`src/rtl/mips_dbg_loader.sv`:
```
// Debug/load responder: turns host word commands into memory writes/reads, register-file
// reads and a core release pulse. One command is outstanding at a time.
module mips_dbg_loader #(
  parameter int unsigned AW = 10,
  parameter int unsigned DW = 32
) (
  input  logic          clk,
  input  logic          rst,
  input  logic          cmd_valid,
  output logic          cmd_ready,
  input  logic [1:0]    cmd_op,
  input  logic [AW-1:0] cmd_addr,
  input  logic [DW-1:0] cmd_data,
  output logic          rsp_valid,
  input  logic          rsp_ready,
  output logic [DW-1:0] rsp_data,
  output logic          rsp_err,
  output logic          mem_we,
  output logic [AW-1:0] mem_addr,
  output logic [DW-1:0] mem_wdata,
  input  logic [DW-1:0] mem_rdata,
  output logic [4:0]    reg_raddr,
  input  logic [DW-1:0] reg_rdata,
  input  logic          core_halted,
  output logic          core_hold,
  output logic          core_start
);

  typedef enum logic [2:0] {
    StIdle,
    StWr,
    StRdA,
    StRdD,
    StReg,
    StStart,
    StResp
  } state_e;

  state_e          state_q, state_d;
  logic [AW-1:0]   addr_q, addr_d;
  logic [DW-1:0]   data_q, data_d;
  logic [DW-1:0]   rsp_data_q, rsp_data_d;
  logic            rsp_err_q, rsp_err_d;
  logic            hold_q, hold_d;
  logic            busy;

  // A released core that has not halted yet owns memory and the register file.
  assign busy = !hold_q && !core_halted;

  always_ff @(posedge clk) begin
    if (rst) begin
      state_q    <= StIdle;
      addr_q     <= '0;
      data_q     <= '0;
      rsp_data_q <= '0;
      rsp_err_q  <= 1'b0;
      hold_q     <= 1'b1;
    end else begin
      state_q    <= state_d;
      addr_q     <= addr_d;
      data_q     <= data_d;
      rsp_data_q <= rsp_data_d;
      rsp_err_q  <= rsp_err_d;
      hold_q     <= hold_d;
    end
  end

  always_comb begin
    state_d    = state_q;
    addr_d     = addr_q;
    data_d     = data_q;
    rsp_data_d = rsp_data_q;
    rsp_err_d  = rsp_err_q;
    hold_d     = hold_q;
    unique case (state_q)
      StIdle: begin
        if (cmd_valid) begin
          addr_d     = cmd_addr;
          data_d     = cmd_data;
          rsp_data_d = '0;
          rsp_err_d  = busy;
          if (busy) begin
            state_d = StResp;
          end else begin
            unique case (cmd_op)
              2'd0:    state_d = StWr;
              2'd1:    state_d = StRdA;
              2'd2:    state_d = StReg;
              default: state_d = StStart;
            endcase
          end
        end
      end
      StWr: begin
        hold_d  = 1'b1;
        state_d = StResp;
      end
      StRdA: state_d = StRdD;
      StRdD: begin
        rsp_data_d = mem_rdata;
        state_d    = StResp;
      end
      StReg: begin
        rsp_data_d = reg_rdata;
        state_d    = StResp;
      end
      StStart: begin
        hold_d  = 1'b0;
        state_d = StResp;
      end
      StResp: begin
        if (rsp_ready) state_d = StIdle;
      end
      default: state_d = StIdle;
    endcase
  end

  always_comb begin
    cmd_ready  = (state_q == StIdle);
    rsp_valid  = (state_q == StResp);
    rsp_data   = rsp_data_q;
    rsp_err    = rsp_err_q;
    mem_we     = (state_q == StWr);
    mem_addr   = addr_q;
    mem_wdata  = data_q;
    reg_raddr  = addr_q[4:0];
    core_start = (state_q == StStart);
    // Hold drops in the START cycle itself, alongside the start pulse.
    core_hold  = hold_q && (state_q != StStart);
  end

endmodule

```
`config.mk`:
```
export PLATFORM = sky130hd
export DESIGN_NAME = mips_dbg_loader
export DESIGN_NICKNAME = d
export VERILOG_FILES = /design/src/rtl/mips_dbg_loader.sv
export SDC_FILE = /design/constraint.sdc
export NUM_CORES = 1
export LEC_CHECK = 0
export ABC_AREA = 1
export BUFFER_PORTS_ARGS = -buffer_cell sky130_fd_sc_hd__buf_2
export CAP_MARGIN = 25
export CORE_ASPECT_RATIO = 0.75
export CORE_UTILIZATION = 32
export DETAILED_ROUTE_END_ITERATION = 8
export PLACE_DENSITY_LB_ADDON = 0.1
export SYNTH_ARGS = -nofsm -noshare
export SYNTH_HDL_FRONTEND = slang
export SYNTH_SLANG_ARGS = --single-unit
```
`constraint.sdc`:
```
create_clock -name clk -period 3.5 [get_ports clk]
set_input_delay 0.7 -clock clk [delete_from_list [all_inputs] [get_ports clk]]
set_output_delay 0.7 -clock clk [all_outputs]
set_load 0.1 [all_outputs]
```
==> impl_metrics.yaml <==
floorplan:
  die_h_um: 91.8
  die_area_um2: 11200
  row_count: 32
  core_area_um2: 10400
  ioPinCount: 198
  die_w_um: 122
  start_util_pct: 33.1
grt:
  grt_pass1_wl_um: 14900
  grt_max_degree: 80
  antenna_found_initial: 0
  grt_usage_pct: 16.9
  grt_pass1_vias: 3141
  overflow: 0
clock_network:
  cts-buffers-inserted: 9
  cts_resized: 0
  cts_max_path_buffers: 2
  cts_max_level: 3
  cts_tree: "built"
  cts-root-buf: "clkbuf_16"
  clk_pin_slew_ns: 0.06
  cts.sinks: 79
  post-cts-setup-buffer-count: 0
  insertion_delay_ns: 0.33
  cts_hold_buf: 0
layout:
  layout.nets: 779
  drive_gt1_share_pct: 33.2
  final_area_um2: 4720
  area_growth_pct: 37.5
  diodes: 0
routing:
  num_vias: 3591
  drc: 0
  drt_wl_total_um: 9410
  post_drt_wl_per_cell_um: 11.7
  ant_nets: 0
  drt_iter0_drc: 128
  first_pass_iters: 4
  avgViaCountPerCell: 4.47
power:
  power_frac_seq_pct: 25.3
  p_int_w: 0.00212
  p_switching_w: 0.00261
  finalPower_w: 0.00473
  power_density_nw_per_um2: 1000
  pwr-share-comb_pct: 54.2
  p_leak_nw: 2.35
  clkPwrFrac_pct: 20.5
  peakVddDrop_v: 0.000336
  switching_share_pct: 55.1
sta:
  fmax_ghz: 0.413
  worst-slew-pin-transition_ns: 0.873
  fin_crit_sh_pct: 69.2
  setup_tns_ns: 0
  hold_viol_final: 0
  finalCriticalPeriod_ns: 2.42
  holdWs_ns: 0.455
  finalSetupViolCount: 0
  maxSlewViolCount: 0
  relSlewSlack_pct: 41.8
  skew_ns: 0.00697
  rsz0062_at_grt: "false"
setup_path:
  endpoint_kind: "output port"
  reg2reg_slack_ns: 1.48
  criticalPathCategory: "flop to output port"
  ff2ff_path_depth: 6
  r2r-start: "state_q[2]"
  crit_fanout: 13
  r2r-end: "rsp_data[6]"
  required_ns: 2.80
  cp-startpoint: "state_q[1]"
  crit_arrival_ns: 1.72
  endpoint: "cmd_ready"
  cp-start-kind: "flop"
placed_design:
  portBuffers: 197
  hpwlAfterDp_um: 6340
  placed_cell_area_um2: 4420
  routabilityCongestion: 0.739
synth:
  synthesis.area_um2: 3440
  postSynthAreaPerCell_um2: 7.04
  netlist_instances: 488
  yosysTopAreaCell: "dfxtp_1"
  synth_fp_nets: 604
  synth.distinct_cells: 18
  ys_seq_elements: 79
  ys_seq_area_share_pct: 46.0
  synth_top_area_share_pct: 46.0
  synth.yosys.warnings: 0
  synthTopCellsByArea: "dfxtp_1 46%, nand2_1 13%, a21oi_1 11%"
worst_hold_path:
  hold_start: "mem_wdata[30]"
  hp-class: "flop to flop"
flow_run:
  maxCapViolCount: 0
run_status:
  status: "finished, final reports clean"
[cells in the final DEF, fill, tap and decap left out, drive strengths merged]
master and count:
buf 200, nand2 125, dfxtp 79, a21oi 78, inv 76, nand3 45
o21ai 36, clkbuf 12, nor2 8, ha 3, bufinv 2, clkinv 2
nand3b 1, nor3 1
[metrics by stage]
stage	util (%)	setup WS, ns	cells
global placement	42.6	1.44	788
global route	45.6	0.981	804
detailed placement	42.6	1.41	788
CTS	45.6	1.05	804
finish	45.6	1.08	804
floorplan	-	0.974	488
[flip-flops by register name, summed over array words and instances, names as in the netlist]
name,cells
state_q,3
mem_wdata,32
mem_addr,10
hold_q,1
rsp_data,32
rsp_err,1
[critical path: stages, from the launching register on]
cell and delay [ns]:
dfxtp_1 0.34, inv_2 0.10, nand2_2 0.10, nor2_4 0.33, buf_2 0.51
[worst min path at each step]
stage	to	slack (ns)	cells past startpoint
floorplan	hold_q	0.46	2
global placement	mem_addr[5]	0.45	2
detailed placement	mem_addr[7]	0.45	2
CTS	mem_addr[7]	0.46	2
global route	mem_wdata[31]	0.47	2
finish	mem_wdata[30]	0.46	2
[per-layer routing]
| layer | routed length [um] | vias up | share of wire [%] | global-route usage (%) |
|---|---|---|---|---|
| met2 | 4120 | 134 | 44 | 26.9 |
| met5 | 0 | - | 0 | 0 |
| li1 | - | 1876 | - | - |
| met1 | 4430 | 1574 | 47 | 21.1 |
| met4 | 109 | 0 | 1.2 | 5.86 |
| met3 | 751 | 7 | 8.0 | 5.97 |
[synth_stat cells]
| library cell | n |
|---|---|
| a21oi_1 | 78 |
| buf_2 | 8 |
| buf_4 | 8 |
| buf_6 | 3 |
| clkbuf_1 | 17 |
| dfxtp_1 | 79 |
| ha_1 | 3 |
| inv_1 | 73 |
| inv_2 | 3 |
| nand2_1 | 122 |
| nand2_2 | 3 |
| nand3_1 | 44 |
| nand3_2 | 1 |
| nand3b_1 | 1 |
| nor2_1 | 6 |
| nor2_4 | 2 |
| nor3_1 | 1 |
| o21ai_0 | 36 |
[layout make-up]
class	instances	area, um^2
Clock buffer	12	236
Clock inverter	4	70.1
Fill cell	1091	5650
Inverter	76	285
Multi-Input combinational cell	297	1370
Sequential cell	79	1580
Tap cell	136	170
Timing Repair Buffer	200	1010
[power groups by stage]
| stage | Combinational [W] | Clock (W) | Sequential [W] |
|---|---|---|---|
| 2_1_floorplan | 0.00101 | 0 | 0.00243 |
| 3_3_place_gp | 0.00257 | 0 | 0.00121 |
| 3_5_place_dp | 0.00258 | 0 | 0.00121 |
| 4_1_cts | 0.00258 | 0.00100 | 0.00119 |
| 5_1_grt | 0.00273 | 0.00104 | 0.00122 |
| 6_report | 0.00256 | 0.000972 | 0.00120 |
[cell families after synthesis]
logic type	synth area share, %
and+or+nand+nor	22.2
AOI/OAI and AO/OA	16.6
buffers and inverters	14.1
adders and majority gates	1.09
DFF	46.0
Power figures use the tool's default switching activity.
